$ cat src/rtl/fifo_rd_ptr_empty.sv
// Read-side pointer and empty-flag generator for the dual-clock sample FIFO.
// Optional macro FIFO_RD_LEVEL_EN adds the read-side fill level and almost-empty threshold.
module fifo_rd_ptr_empty #(
    parameter int ASIZE    = 3,
    parameter int AE_LEVEL = 2
) (
    input  logic             clk,
    input  logic             rst,
    input  logic             req,
    input  logic [ASIZE:0]   waddr_gray,
    output logic [ASIZE-1:0] raddr,
    output logic [ASIZE:0]   raddr_gray,
    output logic             empty,
    output logic             underflow,
    output logic             almost_empty,
    output logic [ASIZE:0]   rlevel
);

    logic [ASIZE:0] rbin;
    logic [ASIZE:0] rbin_next;
    logic [ASIZE:0] rgray_next;
    logic [ASIZE:0] wg_s1;
    logic [ASIZE:0] wg_s2;
    logic           rd_ok;

    function automatic logic [ASIZE:0] bin2gray(input logic [ASIZE:0] b);
        return (b >> 1) ^ b;
    endfunction

    // Two-flop synchroniser for the write Gray pointer; only wg_s2 is ever compared.
    always_ff @(posedge clk or posedge rst) begin
        if (rst) begin
            wg_s1 <= '0;
            wg_s2 <= '0;
        end else begin
            wg_s1 <= waddr_gray;
            wg_s2 <= wg_s1;
        end
    end

    assign rd_ok      = req & ~empty;
    assign rbin_next  = rbin + {{ASIZE{1'b0}}, rd_ok};
    assign rgray_next = bin2gray(rbin_next);
    assign raddr      = rbin[ASIZE-1:0];

    // Empty compares the next read pointer so the last read raises it with no bubble.
    always_ff @(posedge clk or posedge rst) begin
        if (rst) begin
            rbin       <= '0;
            raddr_gray <= '0;
            empty      <= 1'b1;
            underflow  <= 1'b0;
        end else begin
            rbin       <= rbin_next;
            raddr_gray <= rgray_next;
            empty      <= (rgray_next == wg_s2);
            if (req && empty) begin
                underflow <= 1'b1;
            end
        end
    end

`ifdef FIFO_RD_LEVEL_EN
    localparam logic [ASIZE:0] AE_THR = (ASIZE + 1)'(AE_LEVEL);

    logic [ASIZE:0] wbin;
    logic [ASIZE:0] level_next;

    function automatic logic [ASIZE:0] gray2bin(input logic [ASIZE:0] g);
        logic [ASIZE:0] b;
        b[ASIZE] = g[ASIZE];
        for (int i = ASIZE - 1; i >= 0; i--) begin
            b[i] = b[i+1] ^ g[i];
        end
        return b;
    endfunction

    assign wbin       = gray2bin(wg_s2);
    assign level_next = wbin - rbin_next;

    always_ff @(posedge clk or posedge rst) begin
        if (rst) begin
            rlevel       <= '0;
            almost_empty <= 1'b1;
        end else begin
            rlevel       <= level_next;
            almost_empty <= (level_next <= AE_THR);
        end
    end
`else
    assign rlevel       = '0;
    assign almost_empty = empty;
`endif

endmodule

$ cat config.mk
export PLATFORM = sky130hd
export DESIGN_NAME = fifo_rd_ptr_empty
export DESIGN_NICKNAME = d
export VERILOG_FILES = /design/src/rtl/fifo_rd_ptr_empty.sv
export SDC_FILE = /design/constraint.sdc
export NUM_CORES = 1
export LEC_CHECK = 0
export ABC_CLOCK_PERIOD_IN_PS = 2000
export CORE_MARGIN = 10
export CORE_UTILIZATION = 40
export CTS_CLUSTER_SIZE = 20
export DETAILED_ROUTE_END_ITERATION = 16
export GPL_TIMING_DRIVEN = 1
export PLACE_DENSITY = 0.78
export SLEW_MARGIN = 15
export SYNTH_ARGS = -nofsm -noshare
export SYNTH_HDL_FRONTEND = slang
export SYNTH_SLANG_ARGS = --single-unit
$ cat constraint.sdc
create_clock -name clk -period 2 [get_ports clk]
set_input_delay 0.6 -clock clk [delete_from_list [all_inputs] [get_ports clk]]
set_output_delay 0.6 -clock clk [all_outputs]
set_load 0.02 [all_outputs]
==> impl_summary.md, run 1 <==
Drt
The final routed wirelength across all metal layers is 1.34 mm. The routed layout has 510 vias. The wire length per cell after detailed routing is 12.1 um. In this run the remaining antenna-violating nets after routing total 0. After detailed routing, the number of remaining DRC violations is 0. For this run, the detailed router's first-pass iteration total came to 2. The count of routing violations after the opening detailed-route iteration is 2. Using the TritonRoute via totals, the vias-per-cell ratio works out to 4.59.

Cells and area
The final-stage net count is 96. In the final layout, the share of cells above drive strength 1 is 0.233. Once layout is complete, the utilization of the core stands at 0.601. The growth of design area from synthesis to finish is 42.4%. Leaving out fill and tap cells, the most frequent cells in the layout are sky130_fd_sc_hd__dfrtp_1, sky130_fd_sc_hd__clkdlybuf4s50_1, sky130_fd_sc_hd__buf_4.

The number of inserted filler cells in the final layout is between 150 and 200. The most frequent standard cell in the layout excluding fill and tap cells is sky130_fd_sc_hd__dfrtp_1. The repair_antennas step left the layout with diodes totalling 0.

CTS
The deepest clock path buffer count is 2. The clock-pin transition on the worst setup and hold timing paths is 0.10 ns. The clock insertion delay at the later pin of the skew report is 0.29 ns. The number of clock sinks is 17. The cell sitting at the root of the clock tree is a sky130_fd_sc_hd__clkbuf_4.

In this run the number of H-tree levels came out at 1. The TritonCTS clock tree is yes. The total of hold buffers inserted after clock tree synthesis is 0. Buffers inserted during clock tree synthesis total 3.

STA
Setup repair after global routing left no endpoint under its margin. The fraction of the cycle the final worst path needs is 0.960. The total of endpoints with negative setup slack in the final report is 0.

Based on the critical path, the design can be clocked at up to 521 MHz. The count of endpoints failing hold in the final timing report is 0. The time the worst path needs with I/O delays and setup is 1.92 ns.

The max-slew violation total from the final report came to 0. The setup TNS is 0 ns. The clock tree skew after final layout is 0.00336 ns.

Logic synthesis
The Yosys warning count is 0. The average cell area after synthesis is 12.3 um2. The area of the mapped netlist is 728 um2. Of the total synthesized cell area, the portion taken by AND, OR, NAND and NOR gates is 0.0842. The adder-cell share of the synthesized area is 0.0344. Counting every instance in the synthesized netlist gives 59. After synthesis, the largest family of logic cells by area is XOR/XNOR gates. The number of distinct library cell variants in the gate-level netlist after synthesis is 24. The compound-gate portion of the synthesized area is 0.0722. The share of cell area taken by muxes after synthesis is 0.0137.

Of the total synthesized cell area, the portion taken by XOR and XNOR cells is 0.131. The part of the Yosys area used for sequential elements is 0.586. The count of state elements after synthesis is 17.

Worst hold path
The class of the tightest hold or removal check is flop to flop.

Setup path
The number of buffer and inverter instances along the worst setup path is 1. The signal on the critical path passes through clkdlybuf4s50_1. In this design, the largest share of critical-path delay is due to buffers and inverters. In this run the register-to-register setup slack is approximately 0.20 ns. The cell with the largest stage delay on the worst path is sky130_fd_sc_hd__clkdlybuf4s50_1. The data arrival time at the worst-slack endpoint is 1.32 ns. The maximum fanout count along the critical path is 2. The kind of end point of the critical path is an output port. The worst setup path is of the flop to output port kind. The worst setup path is launched from a flop. At the worst endpoint, the required time is 1.40 ns. On the worst path, the slowest cell contributes a delay of 0.62 ns.

Pwr
The peak supply drop is around 0.84 mV. The analysis attributes to cell leakage a power of just under 0.5 nW. The total power per unit cell area is 1600 nW/um2.

Global routing
The via count of the first global-routing pass is 524. The largest net degree at the start of global routing is 18. The initial antenna violation count is 0. For this run the aggregate overflow at the end of global routing stands at 0. The global-route wire length before repair is 2.16 mm.

In the global route stage, overall resource usage came out at 0.0684.

Place
The last weighted congestion value of the routability-driven placer is 0.720. The half-perimeter wire length after placement is around 1.0 mm. The count of buffers inserted at the top-level ports is 16.

Floorplan
The area of the die is 3930 um2. The area of the core is 1730 um2. The die is 62.7 um tall. 21 I/O pins were placed. The die width is 62.7 um. After floorplanning, the core was divided into 15 placement rows.

The initial utilization of the core area, before any placement, comes to 0.422.

Run status
The flow ran to the end, and the final reports show no timing, DRC or antenna violations.

Job
The tool flagged a number of max-cap violations equal to 0.
[synth_stat cells]
cell type,count,area (um2)
sky130_fd_sc_hd__nor2b_1,2,12.5
sky130_fd_sc_hd__o211ai_1,1,7.51
sky130_fd_sc_hd__ha_1,2,25.0
sky130_fd_sc_hd__a21o_1,3,22.5
sky130_fd_sc_hd__nand2_1,3,11.3
sky130_fd_sc_hd__nand3_1,2,10.0
sky130_fd_sc_hd__conb_1,1,3.75
sky130_fd_sc_hd__xnor2_2,1,16.3
sky130_fd_sc_hd__and2_1,1,6.26
sky130_fd_sc_hd__xnor2_1,3,26.3
sky130_fd_sc_hd__xor2_1,6,52.6
sky130_fd_sc_hd__dfstp_2,1,26.3
sky130_fd_sc_hd__nand4_1,1,6.26
sky130_fd_sc_hd__buf_4,5,37.5
sky130_fd_sc_hd__a311oi_1,1,8.76
sky130_fd_sc_hd__mux2i_1,1,10.0
sky130_fd_sc_hd__a211o_1,1,8.76
sky130_fd_sc_hd__inv_1,2,7.51
sky130_fd_sc_hd__clkbuf_1,1,3.75
sky130_fd_sc_hd__nand3b_1,1,7.51
sky130_fd_sc_hd__dfrtp_1,16,400
sky130_fd_sc_hd__nor2_1,2,7.51
sky130_fd_sc_hd__clkbuf_2,1,5.00
sky130_fd_sc_hd__o21ai_0,1,5.00
[area by class of cell]
class / count / area [um2] / area share
Clock inverter: 1 / 5.00 / 0.00483
Multi-Input combinational cell: 36 / 303 / 0.292
Inverter: 2 / 7.51 / 0.00724
Timing Repair Buffer: 27 / 241 / 0.233
Tap cell: 25 / 31.3 / 0.0302
Sequential cell: 17 / 427 / 0.411
Clock buffer: 3 / 22.5 / 0.0217
[stage by stage]
| stage | instances | setup WS (ns) | hold slack, ns | power, mW | area, um2 |
|---|---|---|---|---|---|
| 6_report | 111 | 0.0803 | 0.357 | 1.66 | 1040 |
| 5_1_grt | 111 | 0.0235 | 0.369 | 1.79 | 1040 |
| 4_1_cts | 110 | -0.0492 | 0.360 | 1.65 | 1010 |
| 3_5_place_dp | 106 | -0.592 | 0.336 | 1.44 | 973 |
| 3_3_place_gp | 106 | -0.519 | 0.332 | 1.41 | 973 |
| 2_1_floorplan | 62 | 0.00726 | 0.331 | 1.04 | 756 |
[sequential cells by signal, indices dropped and copies added (netlist names)]
register      count
wg_s2             4
rbin              3
underflow         1
almost_empty      1
wg_s1             4
raddr_gray        4
[cell families after synthesis]
group / Yosys count
XOR/XNOR: 10
buffers and inverters: 9
other: 1
AND/OR/NAND/NOR: 12
adder cells (fa/ha/maj): 2
flip-flops: 17
AO/OA/AOI/OAI: 7
multiplexers: 1
[path summary, 6_finish.rpt]
| kind | from | depth (start not counted) | to |
|---|---|---|---|
| worst max-delay path | rbin[0] | 1 | raddr[0] |
| worst min-delay path | wg_s1[0] | 0 | wg_s2[0] |
| worst max register to register | almost_empty | 7 | almost_empty |
| worst min register to register | wg_s1[0] | 0 | wg_s2[0] |
| max in group asynchronous | rst | 3 | almost_empty |
| min in group asynchronous | rst | 3 | wg_s1[1] |
[timing repair]
action / in CTS / in global routing
setup buffers: 0 / 1
endpoints found under the hold margin: 0 / 0
gates cloned: 0 / 0
resized for setup: 6 / 3
endpoints found under the setup margin: 4 / 1
pin swaps: 2 / 3
[where the power goes]
group	internal, mW	switching [mW]	leakage (nW)
combinational	0.533	0.437	0.270
sequential	0.448	0.0629	0.195
clock	0.0745	0.109	0.0177
[metal layers]
layer | vias to the layer above | global-route usage | wire [um]
met4 | 0 | 0.0559 | 14
li1 | 236 | - | -
met5 | - | 0 | 0
met2 | 20 | 0.103 | 653
met3 | 2 | 0.0430 | 168
met1 | 252 | 0.0652 | 506
Note: power is estimated with default switching activity, not from simulation.
==> run 2: changes to the inputs <==
- CORE_MARGIN: 10 -> not set
- HOLD_SLACK_MARGIN: not set -> 0.03
==> impl_summary.md, run 2 (synthesized netlist as in run 1, its figures left out) <==
Run status
The flow ran to the end, and the final reports show no timing, DRC or antenna violations.

STA
The max-slew violation total from the final report is 0. The minimum hold slack is 0.361 ns. The least setup slack across all paths after layout is 0.106 ns.

Summed over all failing endpoints, the final setup total negative slack is 0 ns. Setup repair after global routing left no endpoint under its margin. The count of endpoints failing hold in the final timing report is 0. Setup violations remaining at the end of the flow were counted as 0. For the final database, setup skew stands at 0.000658 ns. Based on the critical path, the design can be clocked at up to between 500 and 600 MHz. Of the available clock period, the critical path in the final layout requires 0.947.

The clock period could shrink to between 1.5 and 2 ns.

Drt
The met2 layer wire length in the routed design is 572 um. The post-detailed-route via-to-cell ratio is 4.36. The top routing layer in use is met4. The count of routing violations after the opening detailed-route iteration is 4. Summed over all layers, the routed wires come to between 1 and 1.5 mm. In this run the remaining antenna-violating nets after routing total 0. In the final routed layout, each cell accounts on average for 10.1 um.

The detailed-routing wirelength on met1 is approximately 500 um. The first TritonRoute pass finished after 4 iterations. After detailed routing, the number of remaining DRC violations is 0. The final route contains 484 vias. The routed design uses 52 um of met3 wire.

Cells and area
In the final layout, the share of cells above drive strength 1 is 0.209. In the layout the commonest cells are sky130_fd_sc_hd__dfrtp_1, sky130_fd_sc_hd__clkdlybuf4s50_1, sky130_fd_sc_hd__buf_4. The largest registers in the layout are raddr_gray x4, wg_s1 x4, wg_s2 x4. Leaving out filler cells and counting taps, the final layout contains about 110. The finished cells cover a little over 1000 um2. The number of inserted diodes is 0. Once layout is complete, the utilization of the core stands at 0.596. The growth of design area from synthesis to finish is 39.9%.

The most frequent standard cell in the layout excluding fill and tap cells is sky130_fd_sc_hd__dfrtp_1. For this run, the post-layout net count is 96.

Pwr
The share of total power dissipated in the clock network is 0.110. The worst-case IR drop observed on VDD is approximately 0.93 mV. In this run the power density over the cells is 1580 nW/um2. The share of total power dissipated in sequential elements is 0.311.

The switching power as a share of total power is 0.356. The static power due to leakage is 0.473 nW. The power after layout is 1.61 mW. The internal power contribution is around 1.0 mW.

Of the total power, combinational logic draws 0.580. The net switching power figure is 574 uW.

Setup path
The number of buffer and inverter instances along the worst setup path is 2. Data on the critical path is required at its endpoint by 2.19 ns. For this run, the slowest stage of the critical path takes 0.26 ns.

The data arrival time at the worst-slack endpoint is 2.08 ns. STA classifies the critical path startpoint as an input pin. Along the worst path, the maximum fanout reaches 4.

The cell with the largest stage delay on the worst path is sky130_fd_sc_hd__a311oi_1. The first element of the critical path is req. The type of the worst setup path is input pin to flop. Grouping stages by cell kind, the critical path spends the most delay in compound AO/OA/AOI/OAI gates. STA classifies the critical path endpoint as a flop. The beginning of the worst register-to-register path is almost_empty. Traced cell by cell, the critical path runs through dlygate4sd2_1 > nor2b_1 > ha_2 > ha_4 > buf_4 > nor2_1 > nand2_1 > a21o_1 > a311oi_1.

CTS
After clock tree synthesis, the clock-pin slew on the worst setup and hold paths is 0.09 ns. The library cell used as clock root buffer is sky130_fd_sc_hd__clkbuf_4. The number of clock sinks is 17. The clock reaches the later pin of the worst-skew pair after around 0.28 ns. The TritonCTS clock tree is yes. Clock tree synthesis inserted a total of 3 buffers. CTS built an H-tree with a depth of 1. The total of hold buffers inserted after clock tree synthesis is 0. The deepest clock path buffer count is 2.

Worst hold path
The startpoint identified for the worst hold timing path is wg_s1[2]. The min-delay analysis places its worst path in the category flop to flop.

Floorplan
The initialized floorplan defines 15 standard-cell rows. For this configuration, the core starts out at a cell density of 0.426. The area of the die is about 2000 um2. 21 I/O pins were placed. The die height is 44.7 um. The area of the core is roughly 1700 um2. Measured along the x axis, the die boundary spans 44.7 um.

Place
The placed instances occupy a cell area of 973 um2. The count of buffers inserted at the top-level ports is 16. The number of cells in the design after placement is 106. At the end of routability-driven placement, the weighted congestion stood at 0.749. The half-perimeter wire length after placement is 847 um. The worst slack after detailed placement is -0.588 ns.

Global routing
For this run, the total global-route usage over all layers was measured as 0.129. The via count of the first global-routing pass is 439. The initial antenna violation count is 0. The global-route wire length before repair is 1.79 mm.

The largest net degree at the start of global routing is 18. Global routing finished with a remaining overflow of 0.

Job
The tool flagged a number of max-cap violations equal to 0.
## run 2: cell count changes in the layout (fill, tap and decap cells not counted)
| cell | previous run | this run |
|---|---|---|
| sky130_fd_sc_hd__ha_2 | 0 | 1 |
| sky130_fd_sc_hd__nor2b_1 | 1 | 2 |
| sky130_fd_sc_hd__clkbuf_1 | 0 | 1 |
| sky130_fd_sc_hd__ha_4 | 2 | 1 |
| sky130_fd_sc_hd__nor2b_4 | 1 | 0 |
| sky130_fd_sc_hd__clkinv_2 | 1 | 0 |
## run 2: power by group through the flow
stage / Clock (mW) / Sequential (mW) / Combinational, mW
after floorplan: 0 / 0.631 / 0.414
after global placement: 0 / 0.501 / 0.902
after detailed placement: 0 / 0.507 / 0.916
after CTS: 0.182 / 0.505 / 0.946
after global routing: 0.198 / 0.514 / 1.02
final: 0.177 / 0.501 / 0.935
## run 2: worst paths after layout
| kind | endpoint | slack [ns] | cells after the start |
|---|---|---|---|
| min reg2reg | wg_s2[2] | 0.36 | 0 |
| max reg2reg | almost_empty | 0.20 | 8 |
| max in group asynchronous | almost_empty | 1.14 | 3 |
| min in group asynchronous | rbin[2] | 0.62 | 3 |
| min | wg_s2[2] | 0.36 | 0 |
| max | almost_empty | 0.11 | 9 |
## run 2: cell type report
type | count | area, um2
Inverter | 2 | 7.51
Sequential cell | 17 | 427
Tap cell | 25 | 31.3
Clock buffer | 4 | 26.3
Multi-Input combinational cell | 36 | 285
Timing Repair Buffer | 27 | 241
Fill cell | 142 | 689
## run 2: routing by layer
| metal | track usage | vias to the layer above |
|---|---|---|
| li1 | - | 237 |
| met1 | 0.151 | 225 |
| met2 | 0.221 | 20 |
| met3 | 0.0367 | 2 |
| met4 | 0.0545 | 0 |
| met5 | 0 | - |
## run 2: what timing repair did
item	CTS	global route
pin swaps	3	0
resized for setup	5	1
endpoints found under the setup margin	4	1
cloned	0	0
setup buffers	1	0
==> run 3: changes to the inputs <==
- PLACE_DENSITY: 0.78 -> 0.72
- SETUP_SLACK_MARGIN: not set -> 0.1
==> impl_summary.md, run 3 (synthesized netlist as in run 1, its figures left out) <==
Setup path
STA classifies the critical path endpoint as an output port. The worst setup path is launched from a flop. The setup path with the least slack is of type flop to output port. The signal on the critical path passes through clkdlybuf4s50_1.

The cell family with the largest share of critical-path delay is buffers and inverters. The depth of the critical timing path with buffers and inverters included is 1. Together, buffers and inverters on the worst path number 1. Of all nets on the critical path, the largest fanout is 2.

Setup slack on the worst reg-to-reg path comes out at 0.20 ns. The capture point of the worst path is raddr[0]. STA puts the critical path data arrival time at between 1 and 1.5 ns. The largest single stage delay on the critical path is roughly 0.60 ns. Data on the critical path is required at its endpoint by 1.40 ns.

The critical path starts at rbin[0]. The beginning of the worst register-to-register path is almost_empty. The cell with the largest stage delay on the worst path is sky130_fd_sc_hd__clkdlybuf4s50_1. Counting cells, the worst reg-to-reg path comes to 7. The end of the worst register-to-register path is almost_empty.

STA
The fraction of the cycle the final worst path needs is 0.928. The count of endpoints failing hold in the final timing report is 0. The total of endpoints with negative setup slack in the final report is 0. The max-slew violation total from the final report is 0. Setup repair after global routing could not meet its margin everywhere. The time the worst path needs with I/O delays and setup is 1.86 ns. Setup slack closes at 0.143 ns. Between clock sinks in the finished design, the worst skew comes to roughly 0.00095 ns. Derived from the worst setup path, the maximum achievable clock frequency is ~540 MHz.

Pwr
The total power per unit cell area is between 1500 and 2000 nW/um2. Summed over all cells, the static leakage comes to slightly below 0.5 nW. The peak supply drop is between 0.7 and 0.8 mV.

Floorplan
The die height is 44.7 um. 21 I/O pins were placed. The cell row count is 15. From left edge to right edge, the die measures 44.7 um. The die covers 1990 um2. The region available for standard cell placement spans 1710 um2. The initial utilization of the core area, before any placement, comes to 0.426.

CTS
The library cell used as clock root buffer is sky130_fd_sc_hd__clkbuf_4. Buffers inserted to repair hold after CTS numbered 0. CTS built an H-tree with a depth of 1. TritonCTS built the clock tree. The number of clock sinks is 17. Counting along the longest clock path gives a buffer depth of 2. The clock insertion delay at the later pin of the skew report is 0.29 ns.

Once the clock tree was built, the setup fixing pass inserted 0 buffers. TritonCTS created 3 clock buffers. After clock tree synthesis, the clock-pin slew on the worst setup and hold paths is 0.09 ns.

Drt
The wire length per cell after detailed routing is 9.54 um. In this run, the number of DRC markers left after iteration 0 of detailed routing was 6. After detailed routing, the number of vias per cell comes to 4.32. The length of the first detailed-routing pass in iterations is 2. The remaining antenna violation count is 0. Summed over all layers, the routed wires come to 1.06 mm.

The remaining design rule violation count is 0. The via count is 479.

Place
The last weighted congestion value of the routability-driven placer is 0.721. After detailed placement, the total cell area comes to 993 um2. During placement, the flow inserted port buffers numbering 16. The wire-length estimate of the detail-placed layout is a little over 800 um.

The worst slack after detailed placement is -0.500 ns. The number of cells in the design after placement is 107.

Cells and area
The largest registers in the layout are raddr_gray x4, wg_s1 x4, wg_s2 x4. The combined flip-flop and latch cell area is 427 um2. The number of antenna diodes in the final layout is 0. Leaving out fill and tap cells, the most frequent cells in the layout are sky130_fd_sc_hd__dfrtp_1, sky130_fd_sc_hd__clkdlybuf4s50_1, sky130_fd_sc_hd__buf_4. In the final layout, the share of cells above drive strength 1 is 0.256.

Once layout is complete, the cells apart from fillers number 111. Leaving out fill and tap cells, the most frequent cell in the layout is sky130_fd_sc_hd__dfrtp_1. In the final design database the tool counted 96 nets.

The final standard cell area without fillers is a little over 1000 um2. Fill cells in the final layout number 144. The area used by multi-input combinational logic is 307 um2. Relative to the synthesized area, the layout overhead comes to 42.8%.

Worst hold path
The class of the tightest hold or removal check is flop to flop. The cell depth of the worst hold path is 0.

Global routing
The via count of the first global-routing pass came to ~470. The largest net degree at the start of global routing is 18. The initial antenna violation count is 0. The global-route wire length before repair is 1.84 mm. The overall track demand over capacity in global routing is 0.134.

Summed over all layers, the global routing overflow is 0.

Run status
The run finished with clean final reports.

Job
The number of maximum-capacitance constraint violations is 0.
run 3: layout make-up:
type | instances | share of cell area
Multi-Input combinational cell | 36 | 0.295
Clock buffer | 3 | 0.0217
Clock inverter | 1 | 0.00481
Inverter | 2 | 0.00722
Timing Repair Buffer | 27 | 0.231
Tap cell | 25 | 0.0301
Sequential cell | 17 | 0.410
run 3: metal layers:
metal / part of all wire / GRT usage
met1: 0.39 / 0.143
met5: 0 / 0
met4: 0.024 / 0.0909
met2: 0.55 / 0.238
met3: 0.043 / 0.0245
run 3: what timing repair did:
item	4_1_cts	5_1_grt
pin swaps	4	4
resized for setup	4	5
endpoints found under the setup margin	4	2
run 3: through the flow:
stage,util,hold WS (ns),setup TNS [ns],total power [mW]
4_1_cts,0.595,0.360,0,1.64
6_report,0.609,0.359,0,1.65
2_1_floorplan,-,0.331,0,1.08
3_3_place_gp,0.582,0.333,-0.626,1.45
5_1_grt,0.609,0.367,0,1.77
3_5_place_dp,0.582,0.337,-0.848,1.47
run 3: worst min path at each step:
stage,startpoint,end,slack (ns)
global placement,wg_s1[1],wg_s2[1],0.33
detailed placement,wg_s1[3],wg_s2[3],0.34
floorplan,wg_s1[0],wg_s2[0],0.33
global route,wg_s1[2],wg_s2[2],0.37
CTS,wg_s1[3],wg_s2[3],0.36
finish,wg_s1[2],wg_s2[2],0.36
run 3: power breakdown:
part           leakage (nW)  switching (mW)  internal (mW)
combinational         0.272           0.440          0.523
sequential            0.195          0.0570          0.448
clock                0.0177           0.107         0.0745
